`config.mk`:
```
export PLATFORM = sky130hd
export DESIGN_NAME = vote_collector
export DESIGN_NICKNAME = d
export VERILOG_FILES = /design/src/rtl/vote_collector.sv
export SDC_FILE = /design/constraint.sdc
export NUM_CORES = 1
export LEC_CHECK = 0
export CELL_PAD_IN_SITES_DETAIL_PLACEMENT = 0
export CELL_PAD_IN_SITES_GLOBAL_PLACEMENT = 1
export CORE_MARGIN = 2
export CORE_UTILIZATION = 50
export CTS_CLUSTER_DIAMETER = 150
export CTS_CLUSTER_SIZE = 28
export DETAILED_ROUTE_END_ITERATION = 10
export DONT_BUFFER_PORTS = 1
export GPL_TIMING_DRIVEN = 0
export PLACE_DENSITY_LB_ADDON = 0.1
export SYNTH_ARGS = -nofsm -noshare
export SYNTH_HDL_FRONTEND = slang
export SYNTH_SLANG_ARGS = --single-unit
export TNS_END_PERCENT = 30
```
`constraint.sdc`:
```
create_clock -name clk -period 2.1 [get_ports clk]
set_input_delay 0.525 -clock clk [delete_from_list [all_inputs] [get_ports clk]]
set_output_delay 0.525 -clock clk [all_outputs]
set_load 0.005 [all_outputs]
```
`src/rtl/vote_collector.sv`:
```
// Ballot front end for the three-input majority voter.
// Conditions the session/cast keys (2-FF sync + debounce + press pulse),
// synchronises the choice switches, and runs the IDLE/OPEN/CLOSED session
// machine that latches one ballot per voter per session.
module vote_collector #(
  parameter int DEB_CYCLES    = 240000,
  parameter int WINDOW_CYCLES = 120000000
) (
  input  logic       clk,
  input  logic       rst_n,
  input  logic       key_start_n,
  input  logic [2:0] key_cast_n,
  input  logic [2:0] sw_choice,
  output logic       vote_a,
  output logic       vote_b,
  output logic       vote_c,
  output logic       ballot_valid,
  output logic       session_open,
  output logic [2:0] cast_flag
);

  // Debounce counter only needs to reach DEB_CYCLES-1.
  localparam int DEB_W = (DEB_CYCLES > 2) ? $clog2(DEB_CYCLES) : 1;
  localparam logic [DEB_W-1:0] DEB_LAST = DEB_W'(DEB_CYCLES - 1);

  // Timer wide enough to hold WINDOW_CYCLES; a zero window disables timeout.
  localparam int TIMER_W = (WINDOW_CYCLES > 0) ? $clog2(WINDOW_CYCLES + 1) : 1;
  localparam logic [TIMER_W-1:0] WIN_LAST =
    (WINDOW_CYCLES > 0) ? TIMER_W'(WINDOW_CYCLES - 1) : '0;

  typedef enum logic [1:0] {
    IDLE   = 2'd0,
    OPEN   = 2'd1,
    CLOSED = 2'd2
  } state_t;

  // Key bundle layout: bit3 = session key, bits2:0 = cast keys C/B/A.
  logic [3:0] key_p0;
  logic [3:0] key_p1;
  logic [2:0] sw_p0;
  logic [2:0] sw_p1;
  logic [3:0] deb_q;
  logic [3:0] press_q;

  logic         start_ev;
  logic [2:0]   cast_ev;
  logic         timeout;

  state_t               state_q;
  state_t               state_d;
  logic [2:0]           vote_q;
  logic [2:0]           vote_d;
  logic [2:0]           cast_q;
  logic [2:0]           cast_d;
  logic [2:0]           new_cast;
  logic [TIMER_W-1:0]   timer_q;
  logic [TIMER_W-1:0]   timer_d;
  logic                 valid_q;
  logic                 open_q;

  // Two-stage synchronisers; keys idle at the released level so that reset
  // release never looks like a press to the debouncers.
  always_ff @(posedge clk or negedge rst_n) begin
    if (!rst_n) begin
      key_p0 <= 4'hF;
      key_p1 <= 4'hF;
      sw_p0  <= 3'b000;
      sw_p1  <= 3'b000;
    end else begin
      key_p0 <= {key_start_n, key_cast_n};
      key_p1 <= key_p0;
      sw_p0  <= sw_choice;
      sw_p1  <= sw_p0;
    end
  end

  // One debouncer per key: accept a new level after it has disagreed with
  // the current debounced level for DEB_CYCLES consecutive cycles.
  for (genvar g = 0; g < 4; g++) begin : g_deb
    logic [DEB_W-1:0] cnt_q;

    // Debounce counter, debounced level and one-cycle press pulse.
    always_ff @(posedge clk or negedge rst_n) begin
      if (!rst_n) begin
        cnt_q      <= '0;
        deb_q[g]   <= 1'b1;
        press_q[g] <= 1'b0;
      end else begin
        press_q[g] <= 1'b0;
        if (key_p1[g] != deb_q[g]) begin
          if (cnt_q == DEB_LAST) begin
            cnt_q      <= '0;
            deb_q[g]   <= key_p1[g];
            press_q[g] <= ~key_p1[g];
          end else begin
            cnt_q <= cnt_q + DEB_W'(1);
          end
        end else begin
          cnt_q <= '0;
        end
      end
    end
  end

  assign start_ev = press_q[3];
  assign cast_ev  = press_q[2:0];
  assign timeout  = (WINDOW_CYCLES != 0) && (timer_q == WIN_LAST);

  // Session next-state, ballot capture and window timer.
  always_comb begin
    state_d  = state_q;
    vote_d   = vote_q;
    cast_d   = cast_q;
    timer_d  = timer_q;
    new_cast = 3'b000;
    case (state_q)
      IDLE: begin
        vote_d  = 3'b000;
        cast_d  = 3'b000;
        timer_d = '0;
        if (start_ev) state_d = OPEN;
      end
      OPEN: begin
        // Only the first cast of each voter in a session is taken.
        new_cast = cast_ev & ~cast_q;
        vote_d   = (vote_q & ~new_cast) | (sw_p1 & new_cast);
        cast_d   = cast_q | new_cast;
        // Saturate so a disabled window never wraps the timer.
        if (timer_q != '1) timer_d = timer_q + TIMER_W'(1);
        if (start_ev || (&cast_d) || timeout) state_d = CLOSED;
      end
      CLOSED: begin
        if (start_ev) begin
          state_d = OPEN;
          vote_d  = 3'b000;
          cast_d  = 3'b000;
          timer_d = '0;
        end
      end
      default: begin
        state_d = IDLE;
        vote_d  = 3'b000;
        cast_d  = 3'b000;
        timer_d = '0;
      end
    endcase
  end

  // Session registers; status flags are registered from the next state so
  // they change on the same edge as the state itself.
  always_ff @(posedge clk or negedge rst_n) begin
    if (!rst_n) begin
      state_q <= IDLE;
      vote_q  <= 3'b000;
      cast_q  <= 3'b000;
      timer_q <= '0;
      valid_q <= 1'b0;
      open_q  <= 1'b0;
    end else begin
      state_q <= state_d;
      vote_q  <= vote_d;
      cast_q  <= cast_d;
      timer_q <= timer_d;
      valid_q <= (state_d == CLOSED);
      open_q  <= (state_d == OPEN);
    end
  end

  assign vote_a       = vote_q[0];
  assign vote_b       = vote_q[1];
  assign vote_c       = vote_q[2];
  assign cast_flag    = cast_q;
  assign ballot_valid = valid_q;
  assign session_open = open_q;

endmodule

```
==> results of run 1 <==
power breakdown:
part,internal (W),switching [W],total (W)
logic,0.0000303,0.0000392,0.0000695
clock network,0.00173,0.00111,0.00284
registers,0.00256,0.0000251,0.00259
total,0.00433,0.00117,0.00550
stage by stage:
stage                     instance area, µm²  cells  setup slack [ps]
after floorplan                         6230    609               264
after global placement                  6440    777              13.2
after detailed placement                6440    777             -7.09
after CTS                               7020    808              48.7
after global routing                    7050    807             -50.0
final                                   7050    807              74.9
worst paths after layout:
check	start	endpoint	slack [ps]
max	timer_q[12]	timer_q[22]	70
min	rst_n	g_deb[0].cnt_q[17]	-210
max reg2reg	timer_q[12]	timer_q[22]	70
min reg2reg	key_p0[2]	key_p1[2]	350
max in group asynchronous	rst_n	deb_q[2]	2060
min in group clk	key_cast_n[2]	key_p0[2]	100
flip-flops by register name, indices dropped and copies added (netlist names):
register / cells
ballot_valid: 1
cast_ev: 3
cast_flag: 3
deb_q: 4
g_deb.cnt_q: 72
key_p0: 4
key_p1: 4
session_open: 1
start_ev: 1
state_q: 2
sw_p0: 3
sw_p1: 3
timer_q: 27
vote_q: 3
critical path: cells and delay by family, from the launching register on:
family	cells	cell delay, ps
flops	1	310
simple gates	3	870
buf+inv	1	180
compound gates	2	530
cell usage in the layout, fill, tap and decap left out, types with 14 or more instances in the layout:
master	n
nand4_1	28
nand2_1	49
clkbuf_16	17
and3_1	21
and4_1	14
xor2_1	39
nand3_1	42
dfrtp_1	119
nor2_1	86
xnor2_1	29
timing repair:
action | 4_1_cts | 5_1_grt
pin swaps | 0 | 1
setup endpoints to repair | 6 | 46
gates resized for setup | 2 | 13
hold endpoints to repair | 131 | 131
area by class of cell:
class	count	area, µm²	area share
Tap cell	168	210	0.0298
Clock buffer	18	429	0.0609
Sequential cell	131	3290	0.467
Clock inverter	13	136	0.0194
Inverter	7	26.3	0.00373
Multi-Input combinational cell	449	2830	0.402
Buffer	21	116	0.0165
routing by layer:
metal	vias up	wire length [µm]	track usage
met2	84	6040	0.331
met3	12	611	0.0628
met5	-	0	0
met1	2283	6130	0.294
met4	0	137	0.0730
li1	2220	-	-
logic make-up after synthesis:
kind of cell               share of synthesized area
xor gates and xnor gates                      0.0956
adders and majority gates                     0.0100
DFF                                            0.528
buffers and inverters                         0.0215
and+or+nand+nor                                0.247
AOI/OAI and AO/OA                             0.0819
muxes                                         0.0159
==> results.json, run 1 <==
{
  "status": "complete, but fails checks",
  "violations": "hold timing",
  "syn_avg_cell_area_um2": 10.2,
  "gr-total-overflow": 0,
  "synth_seq_cells": 131,
  "routabilityCongestion": 0.882,
  "syn2layout_area_growth_pct": 13.0,
  "skew_ps": 7.87,
  "synth_common_cells": "dfrtp_1 (119), nor2_1 (87), nand2_1 (50)",
  "yosys_warnings": 0,
  "io_pins": 17,
  "die_y_um": 116,
  "worstSkewPairLatency_ps": 420,
  "dp_hpwl_um": 8440,
  "holdCritPathClass": "in2async",
  "n_antenna_cell": 0,
  "grt_pass1_vias": 4556,
  "cts-root-buf": "clkbuf_16",
  "setup_tns_ps": 0,
  "yosys.area.top_type": "dfrtp_1",
  "setup_viol": 0,
  "syn_inst": 609,
  "synth_area_um2": 6230,
  "leakage_nw": 2.99,
  "period_minus_slack_ps": 2030,
  "crit_slowest_cell": "nor3_1",
  "cts_tree": "done",
  "pwr_density_cell_nw_per_um2": 781,
  "io_buffers": 0,
  "ir_drop_uv": 624,
  "vias_per_cell": 5.70,
  "max_stage_delay_ps": 360,
  "htree_levels": 4,
  "drv_slew": 0,
  "yosysMostFrequentCell": "dfrtp_1",
  "start_util": 0.515,
  "critPathArrivalTime_ps": 2330,
  "postRouteAntennaNets": 0,
  "fp.dieW_um": 116,
  "initialDrtViolationCount": 277,
  "timing.hold.ws_ps": -207,
  "worstRegToRegCells": 6,
  "clkTransAtPathRegs_ps": 60,
  "rsz0062_at_grt": "yes",
  "cp-start-kind": "flop",
  "antenna_found_initial": 0,
  "max_freq_mhz": 494,
  "cts.sinks": 131,
  "wl_per_cell_um": 16.0,
  "numCtsBuffers": 17,
  "num_rows": 40,
  "worstPathRequired_ps": 2400,
  "tightestPinTransition_ps": 596,
  "drive_gt1_frac": 0.122,
  "grt_max_degree": 132,
  "num_vias": 4599,
  "ys_top_cells_by_area": "dfrtp_1 (48%), xor2_1 (5.5%), nor2_1 (5.2%), dfstp_2 (5.1%), xnor2_1 (4.1%)",
  "finalPower_w": 0.00550,
  "drt-pass1-iter-count": 5,
  "totalWireLength_um": 12900,
  "yosysSeqAreaShare": 0.528,
  "netlist.area_leader.share": 0.478,
  "syn-num-nets": 623,
  "nNetsFinal": 641,
  "synth_ff_type": "dfrtp_1",
  "clockBufferDepth": 2,
  "crit_type": "reg2reg",
  "drc": 0,
  "path_max_fanout": 9,
  "grt_pass1_wl_um": 22200,
  "cts_setup_buffers": 0,
  "worst_setup_path_end_kind": "flop",
  "path_cells": "buf_2, nand4_1, nor3_1, a31oi_2, and3_1, a221o_1",
  "core_area_um2": 12100,
  "slew_headroom": 0.603,
  "final_util": 0.582,
  "num-fill-cells": 1080,
  "finalCritPeriodShare": 0.964,
  "synth_edf_count": 0,
  "ys_async_sr_fraction": 1.00,
  "synth.distinct_cells": 57,
  "hold_viol": 122,
  "die-area_um2": 13400,
  "grtUsageTotal": 0.215,
  "cap_violations": 0
}
No activity file was read; power rests on OpenSTA's default activity.
==> run 2: changes to the inputs <==
--- a/config.mk
+++ b/config.mk
@@ -8,7 +8,7 @@
 export CELL_PAD_IN_SITES_DETAIL_PLACEMENT = 0
 export CELL_PAD_IN_SITES_GLOBAL_PLACEMENT = 1
 export CORE_MARGIN = 2
-export CORE_UTILIZATION = 50
+export CORE_UTILIZATION = 40
 export CTS_CLUSTER_DIAMETER = 150
 export CTS_CLUSTER_SIZE = 28
 export DETAILED_ROUTE_END_ITERATION = 10
==> results.json, run 2 (synthesis results as in run 1) <==
{
  "max_freq_mhz": 507,
  "setup_tns_ps": 0,
  "clockBufferDepth": 2,
  "timing.rr.start": "timer_q[12]",
  "largest_register": "g_deb.cnt_q",
  "cts_tree": "done",
  "gr-total-overflow": 0,
  "postRouteAntennaNets": 0,
  "io_pins": 17,
  "rsz0062_at_grt": "yes",
  "worst_setup_path_end_kind": "flop",
  "final_util": 0.465,
  "status": "complete, but fails checks",
  "crit_path_frequent_cell": "o21ai_0",
  "num_vias": 4585,
  "path_max_fanout": 9,
  "wl_per_cell_um": 15.9,
  "worstPathRequired_ps": 2440,
  "violations": "hold timing",
  "multi_input_area_um2": 2830,
  "path_delay_family": "compound AO/OA/AOI/OAI gates",
  "grtUsageTotal": 0.174,
  "numCtsBuffers": 17,
  "htree_levels": 4,
  "cts-root-buf": "clkbuf_16",
  "start_util": 0.410,
  "vias_per_cell": 5.55,
  "io_buffers": 0,
  "final_cell_mix": "dfrtp_1 (119), nor2_1 (87), nand2_1 (49), nand3_1 (42), xor2_1 (39)",
  "crit_slowest_cell": "o31ai_4",
  "syn2layout_area_growth_pct": 13.5,
  "nNetsFinal": 639,
  "drive_gt1_frac": 0.121,
  "setup_ws_ps": 128,
  "post_dp_cell_area_um2": 6470,
  "leakage_nw": 3.00,
  "dp.cells": 797,
  "slew_headroom": 0.593,
  "setup_viol": 0,
  "critPathArrivalTime_ps": 2310,
  "initialDrtViolationCount": 277,
  "cts.sinks": 131,
  "layoutNonFillerInstCount": 826,
  "critPathBufInv": 1,
  "crit_type": "reg2reg",
  "period_minus_slack_ps": 1970,
  "cts_setup_buffers": 0,
  "final_common_cell": "dfrtp_1",
  "antenna_found_initial": 0,
  "num-fill-cells": 1469,
  "grt_max_degree": 132,
  "grt_pass1_vias": 4523,
  "dp_hpwl_um": 8620,
  "die_y_um": 129,
  "hold_viol": 121,
  "tightestPinTransition_ps": 611,
  "reg_top3": "g_deb.cnt_q x72, timer_q x27",
  "path_cells": "buf_2, and4_1, nand4_1, o31ai_4, o21ai_0, o21ai_0",
  "max_stage_delay_ps": 500,
  "pwr_density_cell_nw_per_um2": 791,
  "n_antenna_cell": 0,
  "dp_slack_ps": -39.3,
  "core_area_um2": 15200,
  "clkTransAtPathRegs_ps": 70,
  "regArea_um2": 3290,
  "grt_pass1_wl_um": 22700,
  "worstSkewPairLatency_ps": 420,
  "cp-start-kind": "flop",
  "drt-pass1-iter-count": 4,
  "cap_violations": 0,
  "fp.dieW_um": 129,
  "die-area_um2": 16600,
  "largest_register_ffs": 72,
  "final_cell_area_um2": 7070,
  "drv_slew": 0,
  "routabilityCongestion": 0.833,
  "cp-startpoint": "timer_q[12]",
  "drc": 0,
  "holdCritPathClass": "in2async",
  "totalWireLength_um": 13100,
  "num_rows": 45,
  "finalCritPeriodShare": 0.939,
  "ir_drop_uv": 598,
  "skew_ps": 8.46,
  "timing.hold.ws_ps": -199
}
run 2: area by class of cell:
cell class | instances | area share
Clock buffer | 17 | 0.0602
Inverter | 7 | 0.00372
Buffer | 19 | 0.0142
Clock inverter | 15 | 0.0221
Sequential cell | 131 | 0.466
Multi-Input combinational cell | 449 | 0.401
Tap cell | 188 | 0.0333
run 2: report_power, final:
part           leakage (nW)  switching (W)  internal, W  total (W)
Sequential             1.76      0.0000270      0.00256    0.00259
Clock                 0.290        0.00117      0.00176    0.00293
Combinational         0.949      0.0000384    0.0000287  0.0000671
Total                  3.00        0.00124      0.00435    0.00559
run 2: metal layers:
metal,GRT usage,share of wire
met5,0,0
met1,0.242,0.48
met4,0.0537,0.011
met2,0.260,0.46
met3,0.0565,0.053
run 2: metrics by stage:
step	hold slack [ps]	total power, W
6_report	-199	0.00559
5_1_grt	-225	0.00580
4_1_cts	-219	0.00567
3_5_place_dp	234	0.00270
3_3_place_gp	234	0.00270
2_1_floorplan	229	0.00268
run 2: final timing paths:
check | endpoint | slack, ps | cells past startpoint
worst min register to register | sw_p1[2] | 350 | 0
worst max register to register | timer_q[24] | 130 | 6
max in group asynchronous | key_p0[3] | 2040 | 0
min in group clk | key_p0[2] | 100 | 0
worst min-delay path | timer_q[4] | -200 | 0
worst max-delay path | timer_q[24] | 130 | 6
run 2: worst register-to-register path: stages (launching register included):
cell and delay (ps):
dfrtp_1 320, buf_2 180, and4_1 310, nand4_1 330
o31ai_4 510, o21ai_0 150, o21ai_0 90
run 2: what timing repair did:
action | in CTS | in global routing
pin swaps | 0 | 1
hold endpoints to repair | 131 | 131
setup endpoints to repair | 10 | 63
resized for setup | 0 | 12
